==> src/rtl/rv32_pkg.sv <==
// rv32_pkg: RV32 opcode constants, instruction field positions and operand-use decode.
package rv32_pkg;
   localparam logic [6:0] OPC_LUI    = 7'b0110111;
   localparam logic [6:0] OPC_AUIPC  = 7'b0010111;
   localparam logic [6:0] OPC_JAL    = 7'b1101111;
   localparam logic [6:0] OPC_JALR   = 7'b1100111;
   localparam logic [6:0] OPC_BRANCH = 7'b1100011;
   localparam logic [6:0] OPC_LOAD   = 7'b0000011;
   localparam logic [6:0] OPC_STORE  = 7'b0100011;
   localparam logic [6:0] OPC_OPIMM  = 7'b0010011;
   localparam logic [6:0] OPC_OP     = 7'b0110011;
   localparam logic [6:0] OPC_SYSTEM = 7'b1110011;
   localparam int OPC_LSB = 0;
   localparam int OPC_W   = 7;
   localparam int RS1_LSB = 15;
   localparam int RS2_LSB = 20;

   // bit 0 = rs1 used, bit 1 = rs2 used; unknown opcodes conservatively use both
   function automatic logic [1:0] use_mask(input logic [6:0] opc);
      case (opc)
         OPC_LUI, OPC_AUIPC, OPC_JAL:                return 2'b00;
         OPC_OPIMM, OPC_LOAD, OPC_JALR, OPC_SYSTEM:  return 2'b01;
         OPC_OP, OPC_STORE, OPC_BRANCH:              return 2'b11;
         default:                                    return 2'b11;
      endcase
   endfunction
endpackage

==> src/rtl/decode_fwd_stage_if.sv <==
// decode_fwd_stage_if: upstream, forwarding and downstream signals of the decode/forward stage.
interface decode_fwd_stage_if #(
   parameter int XLEN    = 32,
   parameter int NUM_FWD = 2,
   parameter int RA_W    = 5
);
   logic                    flush;
   logic                    in_valid;
   logic                    in_ready;
   logic [31:0]             ins_dec_in;
   logic [XLEN-1:0]         rso1;
   logic [XLEN-1:0]         rso2;
   logic [NUM_FWD-1:0]      fwd_valid;
   logic [NUM_FWD-1:0]      fwd_pend;
   logic [NUM_FWD*RA_W-1:0] fwd_rd;
   logic [NUM_FWD*XLEN-1:0] fwd_data;
   logic                    out_valid;
   logic                    out_ready;
   logic [XLEN-1:0]         alu_in1;
   logic [XLEN-1:0]         alu_in2;
   logic [31:0]             ins_dec_out;
   logic                    hazard;

   modport master (
      output flush, in_valid, ins_dec_in, rso1, rso2, fwd_valid, fwd_pend, fwd_rd, fwd_data, out_ready,
      input  in_ready, out_valid, alu_in1, alu_in2, ins_dec_out, hazard
   );
   modport slave (
      input  flush, in_valid, ins_dec_in, rso1, rso2, fwd_valid, fwd_pend, fwd_rd, fwd_data, out_ready,
      output in_ready, out_valid, alu_in1, alu_in2, ins_dec_out, hazard
   );
endinterface

==> src/rtl/fwd_mux.sv <==
// fwd_mux: priority forwarding select for one operand; lowest index (youngest) source wins.
module fwd_mux #(
   parameter int XLEN    = 32,
   parameter int NUM_FWD = 2,
   parameter int RA_W    = 5
) (
   input  logic [RA_W-1:0]         i_rs,
   input  logic                    i_used,
   input  logic [XLEN-1:0]         i_rso,
   input  logic [NUM_FWD-1:0]      i_fwd_valid,
   input  logic [NUM_FWD-1:0]      i_fwd_pend,
   input  logic [NUM_FWD*RA_W-1:0] i_fwd_rd,
   input  logic [NUM_FWD*XLEN-1:0] i_fwd_data,
   output logic [XLEN-1:0]         o_data,
   output logic                    o_pend_hit
);
   always_comb begin
      o_data     = i_rso;
      o_pend_hit = 1'b0;
      if (i_used) begin
         // walk oldest to youngest so the youngest match overwrites
         for (int i = NUM_FWD - 1; i >= 0; i--) begin
            if (i_fwd_valid[i] && i_fwd_rd[i*RA_W +: RA_W] == i_rs) begin
               o_data     = i_fwd_data[i*XLEN +: XLEN];
               o_pend_hit = i_fwd_pend[i];
            end
         end
         if (i_rs == '0) begin
            o_data     = '0;
            o_pend_hit = 1'b0;
         end
      end
   end
endmodule

==> src/rtl/decode_fwd_stage.sv <==
// decode_fwd_stage: resolves rs1/rs2 via forwarding, stalls on load-use, registers
// the instruction and operands behind a valid/ready handshake with flush.
module decode_fwd_stage
   import rv32_pkg::*;
#(
   parameter int XLEN    = 32,
   parameter int NUM_FWD = 2,
   parameter int RA_W    = 5
) (
   input logic              clk,
   input logic              rst,
   decode_fwd_stage_if.slave bus
);
   logic [1:0]      w_use;
   logic [RA_W-1:0] w_rs1;
   logic [RA_W-1:0] w_rs2;
   logic [XLEN-1:0] w_op1;
   logic [XLEN-1:0] w_op2;
   logic            w_pend1;
   logic            w_pend2;
   logic            w_hazard;
   logic            w_ready;
   logic            r_valid;
   logic [XLEN-1:0] r_alu1;
   logic [XLEN-1:0] r_alu2;
   logic [31:0]     r_ins;

   assign w_use = use_mask(bus.ins_dec_in[OPC_LSB +: OPC_W]);
   assign w_rs1 = bus.ins_dec_in[RS1_LSB +: RA_W];
   assign w_rs2 = bus.ins_dec_in[RS2_LSB +: RA_W];

   fwd_mux #(.XLEN(XLEN), .NUM_FWD(NUM_FWD), .RA_W(RA_W)) u_mux1 (
      .i_rs(w_rs1), .i_used(w_use[0]), .i_rso(bus.rso1),
      .i_fwd_valid(bus.fwd_valid), .i_fwd_pend(bus.fwd_pend),
      .i_fwd_rd(bus.fwd_rd), .i_fwd_data(bus.fwd_data),
      .o_data(w_op1), .o_pend_hit(w_pend1)
   );

   fwd_mux #(.XLEN(XLEN), .NUM_FWD(NUM_FWD), .RA_W(RA_W)) u_mux2 (
      .i_rs(w_rs2), .i_used(w_use[1]), .i_rso(bus.rso2),
      .i_fwd_valid(bus.fwd_valid), .i_fwd_pend(bus.fwd_pend),
      .i_fwd_rd(bus.fwd_rd), .i_fwd_data(bus.fwd_data),
      .o_data(w_op2), .o_pend_hit(w_pend2)
   );

   assign w_hazard = bus.in_valid && (w_pend1 || w_pend2);
   assign w_ready  = (!r_valid || bus.out_ready) && !w_hazard && !bus.flush;

   always_ff @(posedge clk) begin
      if (rst) begin
         r_valid <= 1'b0;
         r_alu1  <= '0;
         r_alu2  <= '0;
         r_ins   <= '0;
      end else if (bus.flush) begin
         r_valid <= 1'b0;
      end else if (bus.in_valid && w_ready) begin
         r_valid <= 1'b1;
         r_alu1  <= w_op1;
         r_alu2  <= w_op2;
         r_ins   <= bus.ins_dec_in;
      end else if (bus.out_ready) begin
         r_valid <= 1'b0;
      end
   end

   assign bus.in_ready    = w_ready;
   assign bus.hazard      = w_hazard;
   assign bus.out_valid   = r_valid;
   assign bus.alu_in1     = r_alu1;
   assign bus.alu_in2     = r_alu2;
   assign bus.ins_dec_out = r_ins;
endmodule

==> src/flat_wrapper.sv <==
// flat-port wrapper written by rule: the top's interface ports become plain ports
module decode_fwd_stage_flat import rv32_pkg::*;
#(
   parameter int XLEN    = 32,
   parameter int NUM_FWD = 2,
   parameter int RA_W    = 5
)
  (clk, rst, bus_flush, bus_in_valid, bus_ins_dec_in, bus_rso1, bus_rso2, bus_fwd_valid, bus_fwd_pend, bus_fwd_rd, bus_fwd_data, bus_out_ready, bus_in_ready, bus_out_valid, bus_alu_in1, bus_alu_in2, bus_ins_dec_out, bus_hazard);
  decode_fwd_stage_if #(.XLEN(XLEN), .NUM_FWD(NUM_FWD), .RA_W(RA_W)) bus_i ();
  input logic clk;
  input logic rst;
  input wire logic [$bits(bus_i.flush)-1:0] bus_flush;
  input wire logic [$bits(bus_i.in_valid)-1:0] bus_in_valid;
  input wire logic [$bits(bus_i.ins_dec_in)-1:0] bus_ins_dec_in;
  input wire logic [$bits(bus_i.rso1)-1:0] bus_rso1;
  input wire logic [$bits(bus_i.rso2)-1:0] bus_rso2;
  input wire logic [$bits(bus_i.fwd_valid)-1:0] bus_fwd_valid;
  input wire logic [$bits(bus_i.fwd_pend)-1:0] bus_fwd_pend;
  input wire logic [$bits(bus_i.fwd_rd)-1:0] bus_fwd_rd;
  input wire logic [$bits(bus_i.fwd_data)-1:0] bus_fwd_data;
  input wire logic [$bits(bus_i.out_ready)-1:0] bus_out_ready;
  output wire logic [$bits(bus_i.in_ready)-1:0] bus_in_ready;
  output wire logic [$bits(bus_i.out_valid)-1:0] bus_out_valid;
  output wire logic [$bits(bus_i.alu_in1)-1:0] bus_alu_in1;
  output wire logic [$bits(bus_i.alu_in2)-1:0] bus_alu_in2;
  output wire logic [$bits(bus_i.ins_dec_out)-1:0] bus_ins_dec_out;
  output wire logic [$bits(bus_i.hazard)-1:0] bus_hazard;
  assign bus_i.flush = bus_flush;
  assign bus_i.in_valid = bus_in_valid;
  assign bus_i.ins_dec_in = bus_ins_dec_in;
  assign bus_i.rso1 = bus_rso1;
  assign bus_i.rso2 = bus_rso2;
  assign bus_i.fwd_valid = bus_fwd_valid;
  assign bus_i.fwd_pend = bus_fwd_pend;
  assign bus_i.fwd_rd = bus_fwd_rd;
  assign bus_i.fwd_data = bus_fwd_data;
  assign bus_i.out_ready = bus_out_ready;
  assign bus_in_ready = bus_i.in_ready;
  assign bus_out_valid = bus_i.out_valid;
  assign bus_alu_in1 = bus_i.alu_in1;
  assign bus_alu_in2 = bus_i.alu_in2;
  assign bus_ins_dec_out = bus_i.ins_dec_out;
  assign bus_hazard = bus_i.hazard;
  decode_fwd_stage #(.XLEN(XLEN), .NUM_FWD(NUM_FWD), .RA_W(RA_W)) u_core (.clk(clk), .rst(rst), .bus(bus_i));
endmodule
==> config.mk <==
export PLATFORM = sky130hd
export DESIGN_NAME = decode_fwd_stage_flat
export DESIGN_NICKNAME = d
export VERILOG_FILES = /design/src/rtl/rv32_pkg.sv /design/src/rtl/decode_fwd_stage_if.sv /design/src/rtl/fwd_mux.sv /design/src/rtl/decode_fwd_stage.sv /design/src/flat_wrapper.sv
export SDC_FILE = /design/constraint.sdc
export NUM_CORES = 1
export LEC_CHECK = 0
export CAP_MARGIN = 5
export CORE_AREA = 2 2 108 110
export CTS_CLUSTER_DIAMETER = 50
export CTS_CLUSTER_SIZE = 12
export DETAILED_ROUTE_END_ITERATION = 6
export DIE_AREA = 0 0 110 112
export DONT_BUFFER_PORTS = 1
export PLACE_DENSITY_LB_ADDON = 0.12
export SETUP_SLACK_MARGIN = 0.5
export SLEW_MARGIN = 20
export SYNTH_ARGS = -nofsm -noshare
export SYNTH_HDL_FRONTEND = slang
export SYNTH_SLANG_ARGS = --single-unit
==> constraint.sdc <==
create_clock -name clk -period 10.9 [get_ports clk]
set_clock_uncertainty 0.2 [all_clocks]
set_input_delay 3.27 -clock clk [delete_from_list [all_inputs] [get_ports clk]]
set_output_delay 3.27 -clock clk [all_outputs]
set_load 0.01 [all_outputs]
==> results of run 1 <==
cells in the final DEF (no fill, tap or decap), drive strengths merged, types with 2 or more instances in the layout:
cell type  netlist  layout
o21ai          128     128
dfxtp           97      97
nand3           72      72
a221oi          64      64
nand2           40      40
nor2            38      38
a21oi           35      35
nand2b          34      34
a211oi          33      33
nor2b           33      33
a2111oi         32      32
mux2            32      32
buf             17      14
xnor2           12      12
clkbuf          70      10
xor2             8       8
nor3             3       3
and2             3       3
clkinv           0       3
nor4             2       2
clkinvlp         0       2
inv              1       2
metal layers:
layer / routed length (um) / track usage [%] / up-vias
li1: - / - / 2758
met1: 8170 / 43.0 / 2877
met2: 9710 / 51.7 / 431
met3: 2800 / 11.2 / 69
met4: 822 / 15.7 / 0
met5: 0 / 0 / -
path summary, 6_finish.rpt:
check,slack [ps],cells past startpoint,endpoint,start
worst max-delay path,1950,8,bus_in_ready,bus_ins_dec_in[17]
worst min-delay path,320,2,u_core.bus.ins_dec_out[21],u_core.bus.ins_dec_out[21]
worst max register to register,8520,6,u_core.bus.alu_in2[15],u_core.bus.out_valid
worst min register to register,320,2,u_core.bus.ins_dec_out[21],u_core.bus.ins_dec_out[21]
cell type report:
class	instances	area share, %
multi-input combinational	581	60.4
sequential	97	30.6
clock buffer	10	3.76
tap	143	2.82
timing repair buffer	14	1.65
clock inverter	6	0.670
inverter	1	0.0591
antenna	1	0.0394
cell usage after synthesis (2+ instances only):
cell and n:
xor2_1 8, mux2_4 28, a211oi_1 33, nand2b_1 34, o21ai_0 128, buf_6 3
xnor2_1 12, clkbuf_1 67, dfxtp_1 97, nor4_1 2, a21oi_1 34, and2_1 2
clkbuf_2 3, buf_2 9, nor2b_1 33, nor3_1 3, nor2_1 37, mux2_2 4
a2111oi_0 32, nand2_1 40, buf_1 5, nand3_1 72, a221oi_1 64
registers in the layout (all words and copies together) (netlist names):
signal	flops
u_core.bus.alu_in2	32
u_core.bus.ins_dec_out	32
u_core.bus.alu_in1	32
u_core.bus.out_valid	1
through the flow:
step	worst slack, ps	hold WS [ps]	cell area (um^2)	std cells	power [W]
after detailed placement	2040	308	6070	836	0.000516
after global routing	1800	345	6350	853	0.000849
after floorplan	2630	293	6100	766	0.000498
after global placement	2070	303	6070	836	0.000513
after CTS	2020	318	6350	852	0.000820
final	1950	319	6350	853	0.000818
critical path, cell delays in order:
cell and delay, ps:
xor2_1 140, nor4_1 460, and2_1 200, buf_4 380, o41a_1 330, o22ai_1 110, and2_1 230, nor2_1 330
kinds of logic after synthesis:
kind of cell,synth area share (%)
AOI/OAI and AO/OA,32.4
buffers and inverters,6.03
xor gates and xnor gates,2.87
DFF,31.8
muxes,7.79
and+or+nand+nor,19.1
power by group:
part	leakage, nW	switching (W)	internal, W
clock network	0.135	0.000147	0.000162
registers	0.793	0.0000242	0.000374
logic	1.11	0.0000605	0.0000505
==> impl_metrics.py, run 1 <==
metrics = {
    "sta": {
        "min_period_over_period_pct": 82.1,
        "worst_slew_pin_slew_ps": 1040,
        "rsz0062_at_grt": "false",
        "max_freq_mhz": 112,
        "period_minus_slack_ps": 8950,
        "setup_violations": 0,
        "finalMaxSlewViolations": 0,
        "hold_violations": 0,
        "slew_headroom_pct": 30.5,
        "fin_setup_tns_ps": 0,
    },
    "final_layout": {
        "fin_nets": 883,
        "drive_gt1_share_pct": 10.6,
        "flow.area_growth_from_synthesis_pct": 4.04,
        "finish.utilization_pct": 56.8,
        "final.fill_count": 1052,
        "register_area_um2": 1940,
        "multi_input_comb_area_um2": 3840,
    },
    "logic_synthesis": {
        "yosys_register_bits": 97,
        "async_flop_share_pct": 0,
        "syn_nets": 945,
        "synth_edf_count": 0,
        "synth_top_area_cell": "dfxtp_1",
        "yosys_warnings": 0,
        "ys_seq_area_share_pct": 31.8,
        "synth_flop_cell": "dfxtp_1",
        "syn-cell-area_um2": 6100,
        "avgSynthCellArea_um2": 7.97,
        "synth_area_leaders": "dfxtp_1 (32%), o21ai_0 (10%), a221oi_1 (9.2%), mux2_4 (6.9%), nand3_1 (5.9%)",
        "synth_cell_types": 39,
        "netlist_instances": 766,
        "synth_top_area_share_pct": 31.8,
    },
    "clocking": {
        "cts_resized": 0,
        "cts_hold_buf": 0,
        "clkLatencyLatePin_ps": 350,
        "h-tree-depth": 3,
        "cts.path.max_buffers": 2,
        "postCtsSetupBuffers": 0,
        "path_clk_slew_ps": 70,
        "cts_tree": "yes",
        "cts.sinks": 97,
        "cts-root-buf": "clkbuf_16",
        "numCtsBuffers": 9,
    },
    "critical_path": {
        "worst_ep_required_time_ps": 7430,
        "crit_path_start_kind": "input pin",
        "arrival_ps": 5480,
        "worst-path-max-fanout": 33,
        "critPathCaptureType": "primary output",
        "worstSetupPathType": "in -> out",
    },
    "place": {
        "place_congestion": 0.928,
        "portBuffers": 0,
        "dp_hpwl_um": 14400,
    },
    "route": {
        "routed_wl_um": 21500,
        "avgViaCountPerCell": 7.19,
        "detail-route-antenna-nets": 0,
        "firstDrtPassIters": 7,
        "via_count": 6135,
        "drc": 0,
        "dr.first_iter.drc_count": 873,
        "wire_per_inst_um": 25.2,
    },
    "grt": {
        "grt.overflow.total": 0,
        "grt_max_degree": 162,
        "grt_pass1_wl_um": 32600,
        "grt_pass1_vias": 5745,
        "grt_use_total_pct": 33.9,
        "antenna_found_initial": 1,
    },
    "job": {
        "maxCapViolations": 0,
    },
    "die": {
        "dieArea_um2": 12300,
        "die_x_um": 110,
        "dieHeight_um": 112,
        "rows": 39,
        "core_region_area_um2": 11200,
        "start_util_pct": 54.6,
        "ios": 278,
    },
    "pwr": {
        "powerDensity_nw_per_um2": 129,
        "peakVddDrop_v": 0.0000827,
        "p_leak_nw": 2.04,
    },
    "hold_path": {
        "hold_class": "reg -> reg",
    },
    "outcome": {
        "status": "complete, no violations",
    },
}
Note: power is estimated with default switching activity, not from simulation.
==> inputs of run 2 (changes only) <==
Settings changed: ABC_AREA set to 1, CORE_AREA 2 2 108 110 to unset, CORE_UTILIZATION set to 56, DIE_AREA 0 0 110 112 to unset.
Clock period 10.9 ns to 9.1 ns, I/O delays scaled along.
==> run 2 against run 1 <==
Effect of this change:
- the run now ends with DRC left
- flip-flop and latch count unchanged
- clock-buffer cell count increased by 2
- setup slack got worse by 530 ps
- final cell count increased by 58%
- power increased by 32%
- global-route usage decreased by 3.0 points
- largest power group unchanged
==> impl_metrics.py, run 2 <==
metrics = {
    "job": {
        "maxCapViolations": 0,
    },
    "sta": {
        "min_period_over_period_pct": 84.5,
        "period_minus_slack_ps": 7690,
        "max_freq_mhz": 130,
        "rsz0062_at_grt": "false",
        "slew_headroom_pct": 27.1,
        "hold_violations": 0,
        "setup_violations": 0,
        "worst_slew_pin_slew_ps": 1090,
        "timing.hold.ws_ps": 354,
        "fin_setup_tns_ps": 0,
        "finalMaxSlewViolations": 0,
        "setup_slack_ps": 1410,
    },
    "logic_synthesis": {
        "synth_cell_types": 26,
        "yosys_warnings": 0,
        "syn-cell-area_um2": 6690,
        "synthTopCellsByCount": "nand2_1 (496), nor2_1 (342), inv_1 (146), dfxtp_1 (97), o211ai_1 (64)",
        "synth_top_area_cell": "dfxtp_1",
        "ys_seq_area_share_pct": 29.0,
        "avgSynthCellArea_um2": 5.34,
        "synth_area_leaders": "dfxtp_1 (29%), nand2_1 (28%), nor2_1 (19%), inv_1 (8.2%), o211ai_1 (7.2%)",
        "synth_edf_count": 0,
        "synth_flop_cell": "dfxtp_1",
        "synth_most_common_cell": "nand2_1",
        "synth_top_area_share_pct": 29.0,
        "yosys_register_bits": 97,
        "netlist_instances": 1253,
        "syn_nets": 1432,
        "async_flop_share_pct": 0,
    },
    "grt": {
        "grt.overflow.total": 0,
        "grt_pass1_vias": 6230,
        "grt_use_total_pct": 30.9,
        "antenna_found_initial": 0,
        "grt_max_degree": 95,
        "grt_pass1_wl_um": 30700,
    },
    "route": {
        "routed_wl_um": 19200,
        "wire_per_inst_um": 14.3,
        "avgViaCountPerCell": 5.05,
        "drc": 36,
        "firstDrtPassIters": 7,
        "dr.first_iter.drc_count": 656,
        "detail-route-antenna-nets": 0,
        "via_count": 6821,
    },
    "critical_path": {
        "reg2regPathDepth": 8,
        "worstSetupPathType": "in -> out",
        "crit_path_start_kind": "input pin",
        "r2r_start": "u_core.bus.out_valid",
        "critPathCaptureType": "primary output",
        "worst_ep_required_time_ps": 6170,
        "rrSetupSlack_ps": 6690,
        "arrival_ps": 4760,
        "r2r_end": "u_core.bus.alu_in1[12]",
        "worst-path-max-fanout": 33,
        "endpoint": "bus_in_ready",
        "crit_start": "bus_ins_dec_in[4]",
    },
    "die": {
        "rows": 39,
        "start_util_pct": 58.1,
        "ios": 278,
        "dieArea_um2": 12400,
        "core_region_area_um2": 11500,
        "die_x_um": 111,
        "dieHeight_um": 111,
    },
    "place": {
        "postPlaceCellArea_um2": 6620,
        "dp_hpwl_um": 13800,
        "portBuffers": 0,
        "dp_slack_ps": 1410,
        "place_congestion": 0.889,
    },
    "clocking": {
        "h-tree-depth": 3,
        "cts_hold_buf": 0,
        "cts-root-buf": "clkbuf_16",
        "postCtsSetupBuffers": 0,
        "path_clk_slew_ps": 60,
        "cts_resized": 0,
        "cts_tree": "yes",
        "cts.sinks": 97,
        "cts.path.max_buffers": 2,
        "numCtsBuffers": 9,
        "clkLatencyLatePin_ps": 340,
    },
    "pwr": {
        "powerDensity_nw_per_um2": 156,
        "peakVddDrop_v": 0.000101,
        "p_leak_nw": 3.96,
    },
    "final_layout": {
        "design_area_um2": 6910,
        "final_common_cell": "nand2_1",
        "final.fill_count": 1220,
        "flow.area_growth_from_synthesis_pct": 3.33,
        "drive_gt1_share_pct": 3.31,
        "final_cell_mix": "nand2_1 (496), nor2_1 (342), inv_1 (146)",
        "fin_nets": 1382,
        "num_antenna_cells": 0,
    },
    "outcome": {
        "violations": "DRC",
        "status": "complete, but fails checks",
    },
    "hold_path": {
        "hold_class": "reg -> reg",
    },
}
## run 2: cells by family after synthesis
kind of cell,count (synthesis),synth area share [%]
flip-flops,97,29.0
XOR/XNOR,1,0.131
AND/OR/NAND/NOR,856,48.7
AO/OA/AOI/OAI,76,8.23
buffers and inverters,223,13.9
## run 2: area by class of cell
cell class / count / area [um^2] / area share, %
clock buffers: 12 / 256 / 3.71
clock inverters: 3 / 40.0 / 0.579
inverters: 153 / 576 / 8.32
multi-input cells: 933 / 3850 / 55.7
flip-flops and latches: 97 / 1940 / 28.1
well taps: 143 / 179 / 2.59
repair buffers: 9 / 67.6 / 0.977
## run 2: metrics by stage
stage	utilization [%]	power (W)	instances
finish	60.0	0.00108	1350
global route	60.0	0.00114	1350
CTS	60.0	0.00108	1350
detailed placement	57.5	0.000698	1335
global placement	57.5	0.000695	1335
floorplan	-	0.000664	1253
## run 2: where the power goes
part           switching [W]  internal (W)  total (W)  leakage (nW)
clock               0.000162      0.000226   0.000388         0.148
sequential         0.0000418      0.000459   0.000501         0.800
combinational       0.000120     0.0000674   0.000187          3.01
total               0.000324      0.000752    0.00108          3.96
## run 2: how the worst min path moves through the flow
stage / cells past startpoint / startpoint / slack [ps] / to
finish: 4 / u_core.bus.ins_dec_out[0] / 350 / u_core.bus.ins_dec_out[0]
global route: 4 / u_core.bus.ins_dec_out[17] / 380 / u_core.bus.ins_dec_out[17]
CTS: 4 / u_core.bus.ins_dec_out[0] / 360 / u_core.bus.ins_dec_out[0]
detailed placement: 4 / u_core.bus.alu_in1[3] / 340 / u_core.bus.alu_in1[3]
global placement: 4 / u_core.bus.alu_in2[27] / 350 / u_core.bus.alu_in2[27]
floorplan: 2 / u_core.bus.out_valid / 300 / u_core.bus.out_valid
## run 2: metal layers
metal / track usage (%) / vias to the layer above / wire, um / share of wire, %
met5: 0 / - / 0 / 0
met4: 12.0 / 0 / 469 / 2.4
met3: 11.4 / 30 / 2060 / 11
met2: 52.7 / 251 / 9210 / 48
met1: 35.1 / 2930 / 7490 / 39
li1: - / 3610 / - / -
## run 2: critical path: stages
cell and delay [ps]:
inv_1 20, nand3_1 70, o21ai_1 80, nand2_2 140, nand3_2 580, nor2_1 260
nand2_1 120, a21boi_0 550, nor3_1 190
==> inputs of run 3 (changes only) <==
Settings changed: ABC_AREA 1 to 0, CORE_AREA set to 2 2 108 110, CORE_UTILIZATION 56 to unset, DIE_AREA set to 0 0 110 112.
Clock period 9.1 ns to 7.69 ns, I/O delays scaled along.
==> run 3 against run 2 <==
Effect of this change:
- first-iteration DRC count grew 7.2%
- clock power up 32%
- the flow now finishes without violations
- die area decreased by 0.56%
- setup slack got worse by 510 ps
- largest power group unchanged
- register-to-register slack got worse by 1400 ps
- sequential power is 13% higher
- final cell count decreased by 37%
==> impl_metrics.py, run 3 (synthesis results as in run 1) <==
metrics = {
    "outcome": {
        "status": "complete, no violations",
    },
    "route": {
        "via_count": 6028,
        "avgViaCountPerCell": 7.08,
        "routed_wl_um": 21300,
        "detail-route-antenna-nets": 0,
        "firstDrtPassIters": 6,
        "dr.first_iter.drc_count": 703,
        "wire_per_inst_um": 25.0,
        "drc": 0,
    },
    "clocking": {
        "numCtsBuffers": 9,
        "cts_hold_buf": 0,
        "cts-root-buf": "clkbuf_16",
        "cts.path.max_buffers": 2,
        "postCtsSetupBuffers": 0,
        "cts_tree": "yes",
        "path_clk_slew_ps": 70,
        "cts.sinks": 97,
        "h-tree-depth": 3,
        "cts_resized": 0,
        "clkLatencyLatePin_ps": 340,
    },
    "pwr": {
        "peakVddDrop_v": 0.000108,
        "total_power_w": 0.00123,
        "powerDensity_nw_per_um2": 193,
        "p_leak_nw": 2.06,
    },
    "die": {
        "core_region_area_um2": 11200,
        "dieArea_um2": 12300,
        "ios": 278,
        "die_x_um": 110,
        "rows": 39,
        "dieHeight_um": 112,
        "start_util_pct": 54.6,
    },
    "final_layout": {
        "final.fill_count": 1031,
        "final_common_cell": "o21ai_0",
        "num_antenna_cells": 0,
        "flow.area_growth_from_synthesis_pct": 4.96,
        "drive_gt1_share_pct": 10.3,
        "finish.utilization_pct": 57.3,
        "fin_nets": 884,
        "final_cell_mix": "o21ai_0 (128), dfxtp_1 (97), nand3_1 (72)",
        "design_area_um2": 6410,
    },
    "place": {
        "dp_hpwl_um": 14300,
        "portBuffers": 0,
        "place_congestion": 0.937,
        "postPlaceCellArea_um2": 6070,
    },
    "grt": {
        "grt_pass1_vias": 5840,
        "grt_use_total_pct": 33.3,
        "grt_max_degree": 162,
        "grt_pass1_wl_um": 31900,
        "antenna_found_initial": 0,
        "grt.overflow.total": 0,
    },
    "critical_path": {
        "critPathBufInv": 1,
        "worst_ep_required_time_ps": 5180,
        "crit_path_start_kind": "input pin",
        "crit_path_max_incr_delay_ps": 400,
        "critPathCaptureType": "primary output",
        "crit_slowest_cell": "nor4_1",
        "arrival_ps": 4270,
        "worstSetupPathType": "in -> out",
        "crit_chain": "xor2_1 > nor4_1 > nand3_1 > buf_4 > mux2i_1 > o22ai_1 > and2_1 > nor2_1",
        "worst-path-max-fanout": 33,
        "path_delay_family": "simple AND/OR/NAND/NOR gates",
    },
    "sta": {
        "timing.hold.ws_ps": 320,
        "fin_setup_tns_ps": 0,
        "finalMaxSlewViolations": 0,
        "slew_headroom_pct": 28.8,
        "rsz0062_at_grt": "false",
        "setup_violations": 0,
        "min_period_over_period_pct": 88.2,
        "worst_slew_pin_slew_ps": 1070,
        "period_minus_slack_ps": 6780,
        "hold_violations": 0,
        "max_freq_mhz": 147,
    },
    "job": {
        "maxCapViolations": 0,
    },
    "hold_path": {
        "hold_class": "reg -> reg",
    },
}
-- run 3: cell count changes in the layout (fill, tap and decap cells not counted), moves of 32 or more --
cell       previous run  this run
a211oi_1              0        33
nand3_1               6        72
a221oi_1              0        64
nor2b_1               0        32
o211ai_1             64         1
nand2b_1              0        34
inv_1               146         1
a2111oi_0             0        32
o21ai_0               5       128
nor2_1              342        35
nand2_1             496        40
-- run 3: metal layers --
| metal | global-route usage (%) | wire (um) | up-vias |
|---|---|---|---|
| met2 | 51.5 | 9670 | 439 |
| met3 | 12.4 | 3070 | 62 |
| met1 | 40.4 | 7740 | 2770 |
| li1 | - | - | 2757 |
| met5 | 0 | 0 | - |
| met4 | 16.1 | 791 | 0 |
-- run 3: cell type report --
| class | instances | area (um^2) | area share, % |
|---|---|---|---|
| Clock buffer | 10 | 229 | 3.57 |
| Clock inverter | 5 | 105 | 1.64 |
| Inverter | 1 | 3.75 | 0.0586 |
| Multi-Input combinational cell | 581 | 3840 | 59.9 |
| Sequential cell | 97 | 1940 | 30.3 |
| Tap cell | 143 | 179 | 2.79 |
| Timing Repair Buffer | 15 | 113 | 1.76 |
-- run 3: power breakdown --
group / switching [W] / internal (W) / total, W
logic: 0.0000850 / 0.0000716 / 0.000157
registers: 0.0000350 / 0.000531 / 0.000566
clock network: 0.000196 / 0.000316 / 0.000513
-- run 3: path summary, 6_finish.rpt --
kind	from	to	slack (ps)	cells after the start
setup / recovery	bus_ins_dec_in[20]	bus_in_ready	910	8
hold / removal	u_core.bus.ins_dec_out[12]	u_core.bus.ins_dec_out[12]	320	2
setup reg to reg	u_core.bus.out_valid	u_core.bus.alu_in2[13]	5280	6
hold reg to reg	u_core.bus.ins_dec_out[12]	u_core.bus.ins_dec_out[12]	320	2
-- run 3: worst register-to-register path, delay by kind of cell, from the launching register on --
kind | cells | cell delay, ps
muxes | 1 | 430
and+or+nand+nor | 3 | 360
buffers and inverters | 2 | 930
DFF | 1 | 380
-- run 3: per-stage QoR --
step           setup slack (ps)  std cells
2_1_floorplan              1350        766
3_3_place_gp               1060        837
3_5_place_dp                949        837
4_1_cts                     955        852
5_1_grt                     741        852
6_report                    909        852
